### config.mk
export PLATFORM = sky130hd
export DESIGN_NAME = m_axi_lite_cmd
export DESIGN_NICKNAME = d
export VERILOG_FILES = /design/src/rtl/m_axi_lite_cmd.sv
export SDC_FILE = /design/constraint.sdc
export NUM_CORES = 1
export LEC_CHECK = 0
export BUFFER_PORTS_ARGS = -buffer_cell sky130_fd_sc_hd__buf_2
export CAP_MARGIN = 20
export CORE_UTILIZATION = 50
export DETAILED_ROUTE_END_ITERATION = 7
export PLACE_DENSITY_LB_ADDON = 0.25
export SLEW_MARGIN = 40
export SYNTH_ARGS = -nofsm -noshare
export SYNTH_HDL_FRONTEND = slang
export SYNTH_SLANG_ARGS = --single-unit
### constraint.sdc
create_clock -name M_AXI_ACLK -period 3.3 [get_ports M_AXI_ACLK]
set_input_delay 0.165 -clock M_AXI_ACLK [delete_from_list [all_inputs] [get_ports M_AXI_ACLK]]
set_output_delay 0.165 -clock M_AXI_ACLK [all_outputs]
set_load 0.005 [all_outputs]
### src/rtl/m_axi_lite_cmd.sv
// -----------------------------------------------------------------------------
// NVP_v1_constants
//   Shared widths of the NVP_v1 control-register AXI4-Lite bus.
//
// m_axi_lite_cmd
//   Single-outstanding AXI4-Lite master. It takes one command at a time from a
//   valid/ready command port and turns it into an AXI-Lite write (AW + W, then B)
//   or read (AR, then R). The result goes out on a valid/ready response port.
//   Sequencers and harnesses use it to program and read back NVP_v1 control
//   registers without handling the AXI channel handshakes themselves.
//
//   The data width must be 32 or 64.
//
// Ports
//   M_AXI_ACLK, M_AXI_ARESET      clock; synchronous active-high reset
//   CMD_VALID/READY               command handshake
//   CMD_WRITE/ADDR/WDATA/WSTRB    command payload (1 = write)
//   RSP_VALID/READY               response handshake
//   RSP_RDATA/RESP/WRITE          result (RDATA is 0 for writes)
//   ERR_COUNT                     saturating count of non-OKAY responses
//   M_AXI_AW*/W*/B*/AR*/R*        AXI4-Lite master channels
// -----------------------------------------------------------------------------
package NVP_v1_constants;
  localparam int CONTROL_AXI_DATA_WIDTH = 32;
  localparam int CONTROL_AXI_ADDR_WIDTH = 12;
endpackage

module m_axi_lite_cmd #(
  parameter int C_M_AXI_DATA_WIDTH = NVP_v1_constants::CONTROL_AXI_DATA_WIDTH,
  parameter int C_M_AXI_ADDR_WIDTH = NVP_v1_constants::CONTROL_AXI_ADDR_WIDTH
) (
  input  logic                            M_AXI_ACLK,
  input  logic                            M_AXI_ARESET,
  // command port
  input  logic                            CMD_VALID,
  output logic                            CMD_READY,
  input  logic                            CMD_WRITE,
  input  logic [C_M_AXI_ADDR_WIDTH-1:0]   CMD_ADDR,
  input  logic [C_M_AXI_DATA_WIDTH-1:0]   CMD_WDATA,
  input  logic [C_M_AXI_DATA_WIDTH/8-1:0] CMD_WSTRB,
  // response port
  output logic                            RSP_VALID,
  input  logic                            RSP_READY,
  output logic [C_M_AXI_DATA_WIDTH-1:0]   RSP_RDATA,
  output logic [1:0]                      RSP_RESP,
  output logic                            RSP_WRITE,
  output logic [15:0]                     ERR_COUNT,
  // write address channel
  output logic [C_M_AXI_ADDR_WIDTH-1:0]   M_AXI_AWADDR,
  output logic [2:0]                      M_AXI_AWPROT,
  output logic                            M_AXI_AWVALID,
  input  logic                            M_AXI_AWREADY,
  // write data channel
  output logic [C_M_AXI_DATA_WIDTH-1:0]   M_AXI_WDATA,
  output logic [C_M_AXI_DATA_WIDTH/8-1:0] M_AXI_WSTRB,
  output logic                            M_AXI_WVALID,
  input  logic                            M_AXI_WREADY,
  // write response channel
  input  logic [1:0]                      M_AXI_BRESP,
  input  logic                            M_AXI_BVALID,
  output logic                            M_AXI_BREADY,
  // read address channel
  output logic [C_M_AXI_ADDR_WIDTH-1:0]   M_AXI_ARADDR,
  output logic [2:0]                      M_AXI_ARPROT,
  output logic                            M_AXI_ARVALID,
  input  logic                            M_AXI_ARREADY,
  // read data channel
  input  logic [C_M_AXI_DATA_WIDTH-1:0]   M_AXI_RDATA,
  input  logic [1:0]                      M_AXI_RRESP,
  input  logic                            M_AXI_RVALID,
  output logic                            M_AXI_RREADY
);

  localparam int DW = C_M_AXI_DATA_WIDTH;
  localparam int AW = C_M_AXI_ADDR_WIDTH;
  localparam int SW = C_M_AXI_DATA_WIDTH / 8;

  typedef enum logic [2:0] {
    S_IDLE,
    S_WR_REQ,
    S_WR_RESP,
    S_RD_REQ,
    S_RD_DATA,
    S_RSP
  } state_e;

  state_e          state_q,     state_d;
  logic            cmd_ready_q, cmd_ready_d;
  logic            cmd_write_q, cmd_write_d;
  logic            awvalid_q,   awvalid_d;
  logic            wvalid_q,    wvalid_d;
  logic            aw_done_q,   aw_done_d;
  logic            w_done_q,    w_done_d;
  logic            bready_q,    bready_d;
  logic            arvalid_q,   arvalid_d;
  logic            rready_q,    rready_d;
  logic            rsp_valid_q, rsp_valid_d;
  logic [AW-1:0]   awaddr_q,    awaddr_d;
  logic [DW-1:0]   wdata_q,     wdata_d;
  logic [SW-1:0]   wstrb_q,     wstrb_d;
  logic [AW-1:0]   araddr_q,    araddr_d;
  logic [DW-1:0]   rsp_rdata_q, rsp_rdata_d;
  logic [1:0]      rsp_resp_q,  rsp_resp_d;
  logic            rsp_write_q, rsp_write_d;
  logic [15:0]     err_cnt_q,   err_cnt_d;

  // Handshakes on this cycle, seen from the registered VALID/READY outputs.
  logic aw_hs, w_hs, b_hs, ar_hs, r_hs;
  logic aw_done_now, w_done_now;

  assign aw_hs = awvalid_q & M_AXI_AWREADY;
  assign w_hs  = wvalid_q  & M_AXI_WREADY;
  assign b_hs  = bready_q  & M_AXI_BVALID;
  assign ar_hs = arvalid_q & M_AXI_ARREADY;
  assign r_hs  = rready_q  & M_AXI_RVALID;

  // A channel counts as done if it finished earlier or finishes this cycle, so
  // AW and W may complete in either order or together.
  assign aw_done_now = aw_done_q | aw_hs;
  assign w_done_now  = w_done_q  | w_hs;

  // Next state and next outputs. Every output is a flop loaded from here, so
  // no VALID can ever follow a READY input combinationally.
  always_comb begin
    // NOTE: every signal written below gets its hold value first, so no path
    // through the case leaves one unassigned and no latch is inferred.
    state_d     = state_q;
    cmd_ready_d = cmd_ready_q;
    cmd_write_d = cmd_write_q;
    awvalid_d   = awvalid_q;
    wvalid_d    = wvalid_q;
    aw_done_d   = aw_done_q;
    w_done_d    = w_done_q;
    bready_d    = bready_q;
    arvalid_d   = arvalid_q;
    rready_d    = rready_q;
    rsp_valid_d = rsp_valid_q;
    awaddr_d    = awaddr_q;
    wdata_d     = wdata_q;
    wstrb_d     = wstrb_q;
    araddr_d    = araddr_q;
    rsp_rdata_d = rsp_rdata_q;
    rsp_resp_d  = rsp_resp_q;
    rsp_write_d = rsp_write_q;
    err_cnt_d   = err_cnt_q;

    unique case (state_q)
      S_IDLE: begin
        if (CMD_VALID && cmd_ready_q) begin
          cmd_ready_d = 1'b0;
          cmd_write_d = CMD_WRITE;
          aw_done_d   = 1'b0;
          w_done_d    = 1'b0;
          if (CMD_WRITE) begin
            awaddr_d  = CMD_ADDR;
            wdata_d   = CMD_WDATA;
            wstrb_d   = CMD_WSTRB;
            awvalid_d = 1'b1;
            wvalid_d  = 1'b1;
            state_d   = S_WR_REQ;
          end else begin
            araddr_d  = CMD_ADDR;
            arvalid_d = 1'b1;
            state_d   = S_RD_REQ;
          end
        end
      end

      S_WR_REQ: begin
        if (aw_hs) awvalid_d = 1'b0;
        if (w_hs)  wvalid_d  = 1'b0;
        aw_done_d = aw_done_now;
        w_done_d  = w_done_now;
        if (aw_done_now && w_done_now) begin
          bready_d = 1'b1;
          state_d  = S_WR_RESP;
        end
      end

      S_WR_RESP: begin
        if (b_hs) begin
          bready_d    = 1'b0;
          rsp_rdata_d = '0;
          rsp_resp_d  = M_AXI_BRESP;
          rsp_write_d = cmd_write_q;
          rsp_valid_d = 1'b1;
          if (M_AXI_BRESP != 2'b00 && err_cnt_q != 16'hFFFF) err_cnt_d = err_cnt_q + 16'd1;
          state_d = S_RSP;
        end
      end

      S_RD_REQ: begin
        if (ar_hs) begin
          arvalid_d = 1'b0;
          rready_d  = 1'b1;
          state_d   = S_RD_DATA;
        end
      end

      S_RD_DATA: begin
        if (r_hs) begin
          rready_d    = 1'b0;
          rsp_rdata_d = M_AXI_RDATA;
          rsp_resp_d  = M_AXI_RRESP;
          rsp_write_d = cmd_write_q;
          rsp_valid_d = 1'b1;
          if (M_AXI_RRESP != 2'b00 && err_cnt_q != 16'hFFFF) err_cnt_d = err_cnt_q + 16'd1;
          state_d = S_RSP;
        end
      end

      S_RSP: begin
        // Payload is untouched here, so it stays stable while RSP_VALID waits.
        if (RSP_READY) begin
          rsp_valid_d = 1'b0;
          cmd_ready_d = 1'b1;
          state_d     = S_IDLE;
        end
      end

      default: begin
        state_d     = S_IDLE;
        cmd_ready_d = 1'b1;
      end
    endcase
  end

  always_ff @(posedge M_AXI_ACLK) begin
    // NOTE: datapath registers are cleared by reset as well as control, since
    // the address/data outputs and the response payload must read 0 after it.
    if (M_AXI_ARESET) begin
      state_q     <= S_IDLE;
      cmd_ready_q <= 1'b1;
      cmd_write_q <= 1'b0;
      awvalid_q   <= 1'b0;
      wvalid_q    <= 1'b0;
      aw_done_q   <= 1'b0;
      w_done_q    <= 1'b0;
      bready_q    <= 1'b0;
      arvalid_q   <= 1'b0;
      rready_q    <= 1'b0;
      rsp_valid_q <= 1'b0;
      awaddr_q    <= '0;
      wdata_q     <= '0;
      wstrb_q     <= '0;
      araddr_q    <= '0;
      rsp_rdata_q <= '0;
      rsp_resp_q  <= '0;
      rsp_write_q <= 1'b0;
      err_cnt_q   <= '0;
    end else begin
      // NOTE: non-blocking assignments make every flop sample the pre-edge
      // values, whatever order these statements are written in.
      state_q     <= state_d;
      cmd_ready_q <= cmd_ready_d;
      cmd_write_q <= cmd_write_d;
      awvalid_q   <= awvalid_d;
      wvalid_q    <= wvalid_d;
      aw_done_q   <= aw_done_d;
      w_done_q    <= w_done_d;
      bready_q    <= bready_d;
      arvalid_q   <= arvalid_d;
      rready_q    <= rready_d;
      rsp_valid_q <= rsp_valid_d;
      awaddr_q    <= awaddr_d;
      wdata_q     <= wdata_d;
      wstrb_q     <= wstrb_d;
      araddr_q    <= araddr_d;
      rsp_rdata_q <= rsp_rdata_d;
      rsp_resp_q  <= rsp_resp_d;
      rsp_write_q <= rsp_write_d;
      err_cnt_q   <= err_cnt_d;
    end
  end

  assign CMD_READY     = cmd_ready_q;
  assign RSP_VALID     = rsp_valid_q;
  assign RSP_RDATA     = rsp_rdata_q;
  assign RSP_RESP      = rsp_resp_q;
  assign RSP_WRITE     = rsp_write_q;
  assign ERR_COUNT     = err_cnt_q;
  assign M_AXI_AWADDR  = awaddr_q;
  assign M_AXI_AWPROT  = 3'b000;
  assign M_AXI_AWVALID = awvalid_q;
  assign M_AXI_WDATA   = wdata_q;
  assign M_AXI_WSTRB   = wstrb_q;
  assign M_AXI_WVALID  = wvalid_q;
  assign M_AXI_BREADY  = bready_q;
  assign M_AXI_ARADDR  = araddr_q;
  assign M_AXI_ARPROT  = 3'b000;
  assign M_AXI_ARVALID = arvalid_q;
  assign M_AXI_RREADY  = rready_q;

endmodule

---- Word level (Yosys, flattened, before mapping) ----
Cells that the tools add are included.
operators by class
  add/sub/neg operators ................... 1
  equal/unequal tests ..................... 18
  multiplexer cells ....................... 47
  bitwise gates (word level) .............. 9
  reductions and logical operators ........ 28
operators with widths
  cell                                                                    number
  16-bit two-way mux                                                      4
  32-bit two-way mux                                                      2
  32-bit case mux with 2 select lines                                     1
  16-bit case mux with 2 select lines                                     1
  2-bit != test (second input constant)                                   12
  1-bit two-way mux                                                       18
  3-bit two-way mux                                                       6
  3-bit case mux with 6 select lines                                      1
  3-bit AND reduction                                                     6
  16-bit by 1-bit adder with 16-bit output (second input constant)        1
  16-bit != test (second input constant)                                  1
  1-bit case mux with 2 select lines                                      8
  4-bit AND reduction                                                     4
  2-bit nonzero test                                                      7
  3-bit by 2-bit equality test with 1-bit output (second input constant)  2
  3-bit equality test (second input constant)                             2
  2-bit two-way mux                                                       3
  1-bit case mux with 3 select lines                                      2
  6-bit AND reduction                                                     1
  1-bit AND                                                               5
  5-bit AND reduction                                                     1
  1-bit logical AND                                                       4
  2-bit case mux with 2 select lines                                      1
  2-bit AND reduction                                                     2
  other kinds (6)                                                         8
word-level totals
  flip-flop bits (word level) ............. 124
  bits of input ports ..................... 94
  output and inout bits ................... 124
  logic and storage cells ................. 122

---- Depth between registers and ports, before layout ----
Gate-level depths: netlist of the first run.
  depth in word-level cells ............... 5
  depth in mapped cells ................... 8
  depth with buffers taken out ............ 6

---- Worst setup path after synthesis of the first run ----
Ideal clock, no wire load.
  path type ............................... flip-flop to flip-flop
  start ................................... register err_cnt_q[0], in the netlist ERR_COUNT[0]
  end ..................................... register err_cnt_q[1], in the netlist ERR_COUNT[1]
  library setup time ...................... 0.128 ns
  arrival time ............................ 1.713 ns
  data required time ...................... 3.172 ns
  path slack .............................. 1.460 ns
  cell stages (with the launch flop) ...... 9
  path buffers ............................ 2
  clock period less this slack ............ 1.840 ns
  cells stage by stage .................... dfxtp_1 ha_1 nand4_1 or4_4 nand3_2 buf_4 buf_4 mux2i_1 nor2_1
between the ends
  longest elaborated chain between the ends .. 4
  elaborated cells on any way between the ends .. 12
  classes of those cells .................. add/sub: 1; eq/ne: 3; mux: 5; reduce/logical: 3
ends and longest elaborated chain
  what                                                                               RTL line  RTL
  start: declaration                                                                 105       logic [15:0] err_cnt_q, err_cnt_d;
  start signal: assignment                                                           272       err_cnt_q <= err_cnt_d;
  16-bit by 1-bit adder with 16-bit output / 16-bit != test (equally long branches)  187, 207
  16-bit two-way mux, or another cell as far along                                   207       if (M_AXI_RRESP != 2'b00 && err_cnt_q != 16'hFFFF) err_cnt_d = err_cnt_q + 16'd1;
  16-bit two-way mux, or another cell as far along                                   201       if (r_hs) begin
  16-bit case mux with 2 select lines / 5-bit AND reduction (equally long branches)  n/a
Several ways; a longest one is shown, not always the timed one. The select of a mux whose other input is x is not followed.
A chain may end at the register's enable or synchronous reset.

---- Final worst setup path of the first run ----
  start ................................... register state_q[1]
  end ..................................... register err_cnt_q[11], in the netlist ERR_COUNT[11]
between the ends
  longest elaborated chain between the ends .. 3
  elaborated cells on any way between the ends .. 9
  classes of those cells .................. eq/ne: 6; mux: 1; reduce/logical: 2
ends and longest elaborated chain
  what                                                                                          RTL line  RTL
  start: declaration                                                                            87        state_e state_q, state_d;
  start signal: assignment                                                                      254       state_q <= state_d;
  3-bit equality test / 3-bit by 2-bit equality test with 1-bit output (equally long branches)  147       unique case (state_q)
  2-bit != test (no source line) / 2-bit nonzero test (equally long branches)                   n/a
  5-bit AND reduction (no source line)                                                          n/a
Several ways; a longest one is shown, not always the timed one.

==> qor.yml, run 1 <==
status:
  status: "completed"
synthesis:
  synth_top_cells_by_count: "nand2_1, dfxtp_1, a21oi_1"
  synth.ff_latch_count: 124
  async_flop_share: 0
  yosys_warnings: 0
  synth_top_area_cell: "dfxtp_1"
  syn_inst: 573
  ys_types: 38
  synthMostInstantiatedCell: "nand2_1"
  synth_edf_count: 0
  syn_area_per_cell_um2: 8.210
  yosysTopAreaCellShare: 0.5277
  synth_flop_cell: "dfxtp_1"
  ys_seq_area_frac: 0.5277
  synthTopCellsByArea: "dfxtp_1, nand2_1, a21oi_1"
  netlist_area_um2: 4705
drt:
  drc: 0
  vias: 5194
  dr.pass1.iters: 5
  drt-initial-drc-count: 239
  wl_per_cell_um: 14.87
  wl_um: 14470
  ant_nets: 0
  via_per_inst: 5.338
critical_path:
  endpoint_kind: "flip-flop"
  criticalPathCategory: "reg2reg"
  crit_path_start_kind: "flip-flop"
  worstPathRequired_ns: 3.70
  crit_fanout: 21
  arrival_ns: 2.96
global_route:
  grtUsageMet1: 0.3342
  grt.busiest_layer: "met2"
  use_met2: 0.5067
  met3_usage: 0.08156
  antenna_found_initial: 0
  grt_pass1_wl_um: 23120
  grt_max_degree: 87
  global_route.overflow_total: 0
  grt_pass1_vias: 5002
  track_usage: 0.2961
power:
  clockPowerShare: 0.453
  p_per_area_nw_per_um2: 639.5
  p_int_mw: 3.393
  ir_worst_vdd_v: 0.0004891
  switching_power_mw: 1.242
  swShare: 0.2680
  power_leakage_nw: 3.199
  pwr-share-comb: 0.167
  seqPwrFrac: 0.380
final_layout:
  finalInstanceArea_um2: 7248
  drive_gt1_frac: 0.2981
  finish.utilization: 0.7882
  antenna_cells: 0
  fillCellCount: 596
  nNetsFinal: 944
  syn2layout_area_growth_pct: 54.07
sta:
  period_share: 0.7757
  worst_pin_slew_ns: 0.6367
  setup_tns_ns: 0
  slew_headroom: 0.5755
  skew_ns: 0.01603
  clock.fmax_ghz: 0.3906
  setup_viol_count_final: 0
  worst_hold_slack_ns: 0.02669
  hold_viol: 0
  maxSlewViolCount: 0
  fin_crit_ns: 2.560
  rsz0062_at_grt: "no"
place:
  port_buffers: 211
  post_dp_cell_area_um2: 5763
  dp_hpwl_um: 8653
  place.gp.congestion: 0.7830
floorplan:
  die-area_um2: 9801
  die_w_um: 99
  start_util: 0.5116
  io_pins: 218
  dieHeight_um: 99
  row_count: 35
  core_area_um2: 9196
clocking:
  cts_max_level: 4
  clock-root-buffer: "clkbuf_8"
  cts_setup_buffers: 0
  numCtsBuffers: 17
  clk_latency_ns: 0.52
  cts_tree: "yes"
  clkTransAtPathRegs_ns: 0.06
  cts.sinks: 124
  cts.path.max_buffers: 2
worst_hold_path:
  hold_path_class: "in2reg"
job:
  cap_violations: 0
[timing repair]
item,in CTS,in global routing
setup endpoints to repair,0,0
hold buffers,80,0
endpoints found under the hold margin,92,0
resized for setup,0,0
[layout by cell type, fill, tap and decap left out, types with 2 or more instances in the layout]
cell,instances
a211oi_1,5
clkbuf_16,16
a22oi_1,32
nand3_2,2
o21a_1,2
clkinv_4,5
inv_1,9
a21oi_1,80
nand4b_1,2
buf_2,210
dlygate4sd3_1,80
mux2i_1,3
or4_1,4
xor2_1,4
or3_1,6
nand4_1,9
nand2_1,137
buf_4,6
clkinvlp_4,2
o21ai_0,13
nor2_1,56
conb_1,6
o31ai_1,3
nor3_1,7
clkbuf_8,3
and3_1,2
dfxtp_1,124
bufinv_16,6
a31oi_1,2
nand3_1,11
[flip-flops by register name (all words and copies together), names as in the netlist, 2 cells and up]
name          cells
state_q           3
RSP_RESP          2
M_AXI_ARADDR     12
M_AXI_AWADDR     12
M_AXI_WDATA      32
RSP_RDATA        32
M_AXI_WSTRB       4
ERR_COUNT        16
[path summary, 6_finish.rpt]
check                        from               to  cells past startpoint  slack (ns)
setup / recovery       state_q[1]    ERR_COUNT[11]                      5        0.74
hold / removal     M_AXI_BRESP[1]      RSP_RESP[1]                      3        0.03
setup reg to reg       state_q[1]    ERR_COUNT[11]                      5        0.74
hold reg to reg   M_AXI_WDATA[15]  M_AXI_WDATA[15]                      2        0.45
[area by class of cell]
cell class | instances | area [um2] | area share
clock inverter | 13 | 239.0 | 0.03297
sequential | 124 | 2482 | 0.3425
inverter | 9 | 33.78 | 0.004661
clock buffer | 19 | 441.7 | 0.06094
tap | 111 | 138.9 | 0.01916
multi-input combinational | 400 | 2004 | 0.2765
timing repair buffer | 297 | 1908 | 0.2632
[metal layers]
layer | up-vias | wire [um] | share of wire
met1 | 2381 | 5833 | 0.40
met2 | 258 | 7132 | 0.49
li1 | 2505 | - | -
met3 | 50 | 1034 | 0.071
met4 | 0 | 471 | 0.033
met5 | - | 0 | 0
[stage by stage]
step	power, mW	setup slack [ns]	std cells
2_1_floorplan	2.192	1.460	578
3_3_place_gp	2.429	0.9524	861
3_5_place_dp	2.463	0.7927	861
4_1_cts	4.631	0.7805	973
5_1_grt	4.827	0.5673	973
6_report	4.635	0.7401	973
[kinds of logic after synthesis]
| kind of cell | synth area share |
|---|---|
| XOR/XNOR | 0.009308 |
| buffers and inverters | 0.05346 |
| AND/OR/NAND/NOR | 0.2205 |
| other | 0.0007971 |
| adder cells (fa/ha/maj) | 0.002659 |
| flip-flops | 0.5277 |
| multiplexers | 0.008777 |
| AO/OA/AOI/OAI | 0.1769 |
[power by group through the flow]
| stage | registers [mW] | logic (mW) | clock network (mW) |
|---|---|---|---|
| after floorplan | 1.75 | 0.438 | 0 |
| after global placement | 1.77 | 0.655 | 0 |
| after detailed placement | 1.79 | 0.678 | 0 |
| after CTS | 1.75 | 0.757 | 2.12 |
| after global routing | 1.78 | 0.854 | 2.19 |
| final | 1.76 | 0.773 | 2.10 |
[worst max-delay path, cell delays in order (launching register included)]
cell,delay [ns]
dfxtp_1,0.60
nand4b_1,0.23
a21oi_2,0.45
nand3_2,0.43
nor4_1,0.38
mux2_1,0.35
Power figures use the tool's default switching activity.
==> run 2, diff against run 1 <==
- CORE_UTILIZATION: 50 -> 42
- clock period: 3.3 -> 2.2 ns (I/O delays scaled with it)
==> run 2 against run 1 <==
  * Via count down 1.2%
  * Clock-buffer cell count rose by 2
  * Critical path depth increased by 1
  * Critical endpoint is now RSP_RESP[0]
  * Combinational power rose by 63%
  * Sequential share of layout area fell by 0.54 points
  * Highest routed layer unchanged
  * Sequential power grew 48%
  * Cell area up 1.6%
  * Wire length is 1.4% lower
  * Global-route usage fell by 4.7 points
  * First-iteration DRC count grew 14%
  * Die area rose by 19%
  * Worst setup slack got worse by 0.55 ns
==> qor.yml, run 2 (synthesized netlist as in run 1, its figures left out) <==
drt:
  wl_per_cell_um: 13.97
  drc: 0
  wl_um: 14280
  vias: 5130
  ant_nets: 0
  drt-initial-drc-count: 272
  via_per_inst: 5.020
  dr.pass1.iters: 7
sta:
  period_share: 0.9114
  skew_ns: 0.006258
  clock.fmax_ghz: 0.4987
  worst_pin_slew_ns: 0.6310
  rsz0062_at_grt: "no"
  maxSlewViolCount: 0
  slew_headroom: 0.5793
  hold_viol: 0
  fin_crit_ns: 2.005
  setup_tns_ns: 0
  setup_viol_count_final: 0
clocking:
  numCtsBuffers: 17
  clk_latency_ns: 0.51
  cts.sinks: 124
  cts_max_level: 4
  cts_tree: "yes"
  clock-root-buffer: "clkbuf_8"
  clkTransAtPathRegs_ns: 0.06
  cts_setup_buffers: 0
  cts.path.max_buffers: 2
floorplan:
  io_pins: 218
  die-area_um2: 11630
  die_w_um: 107.8
  start_util: 0.4321
  core_area_um2: 10890
  dieHeight_um: 107.8
  row_count: 38
global_route:
  grt_pass1_wl_um: 22680
  track_usage: 0.2489
  grt_pass1_vias: 5001
  global_route.overflow_total: 0
  antenna_found_initial: 2
  grt_max_degree: 59
status:
  status: "completed"
power:
  fin_total_pwr_mw: 6.495
  ir_worst_vdd_v: 0.0003990
  p_per_area_nw_per_um2: 881.9
  power_leakage_nw: 3.250
critical_path:
  endpoint_kind: "flip-flop"
  rrSetupSlack_ns: 0.19
  crit_fanout: 10
  criticalPathCategory: "reg2reg"
  worstPathRequired_ns: 2.56
  crit_path_start_kind: "flip-flop"
  arrival_ns: 2.37
place:
  dp_hpwl_um: 8933
  port_buffers: 211
  place.gp.congestion: 0.8212
job:
  cap_violations: 0
final_layout:
  drive_gt1_frac: 0.2974
  layout_common_cells: "buf_2, nand2_1, dfxtp_1"
  final_common_cell: "buf_2"
  fillCellCount: 856
  syn2layout_area_growth_pct: 56.54
  nNetsFinal: 965
worst_hold_path:
  hold_path_class: "in2reg"
run 2: area by class of cell:
| type | instances | area, um2 | area share |
|---|---|---|---|
| diodes | 1 | 2.502 | 0.0003398 |
| clock buffers | 21 | 429.2 | 0.05827 |
| clock inverters | 9 | 122.6 | 0.01665 |
| inverters | 9 | 33.78 | 0.004587 |
| multi-input cells | 400 | 2009 | 0.2729 |
| flip-flops and latches | 124 | 2482 | 0.3371 |
| well taps | 140 | 175.2 | 0.02379 |
| repair buffers | 318 | 2110 | 0.2864 |
run 2: what timing repair did:
action / CTS / global route
hold buffers: 89 / 0
gates resized for setup: 0 / 1
endpoints found under the setup margin: 0 / 2
hold endpoints to repair: 103 / 0
run 2: per-layer routing:
layer  global-route usage  vias to the layer above  wire length, um
li1                     -                     2547                -
met1               0.2677                     2330             5732
met2               0.4428                      216             7169
met3              0.07809                       37              944
met4               0.1135                        0              430
met5                    0                        -                0
run 2: path summary, 6_finish.rpt:
path / start / end / cells after the start
max: state_q[2] / RSP_RESP[0] / 6
min: CMD_WRITE / M_AXI_ARADDR[10] / 5
max reg2reg: state_q[2] / RSP_RESP[0] / 6
min reg2reg: M_AXI_WDATA[21] / M_AXI_WDATA[21] / 2
run 2: worst max-delay path: stages (launching register included):
cell	delay, ns
dfxtp_1	0.43
buf_4	0.20
nor3b_1	0.23
buf_4	0.17
mux2i_1	0.18
dlygate4sd3_1	0.58
a211oi_1	0.07
run 2: per-stage QoR:
stage / worst slack, ns / area, um2 / instances / hold slack [ns] / util
after floorplan: 0.3598 / 4723 / 578 / 0.2460 / -
final: 0.1949 / 7365 / 1022 / 0.1109 / 0.6764
after global routing: 0.08605 / 7365 / 1022 / 0.1016 / 0.6764
after detailed placement: 0.1465 / 5912 / 902 / 0.3564 / 0.5430
after global placement: 0.2674 / 5912 / 902 / 0.3507 / 0.5430
after CTS: 0.1169 / 7355 / 1021 / 0.08772 / 0.6755
run 2: where the power goes:
| group | internal (mW) | switching (mW) | leakage, nW | total, mW |
|---|---|---|---|---|
| registers | 2.45 | 0.151 | 1.00 | 2.60 |
| clock network | 1.70 | 0.932 | 0.271 | 2.63 |
| logic | 0.572 | 0.691 | 1.98 | 1.26 |
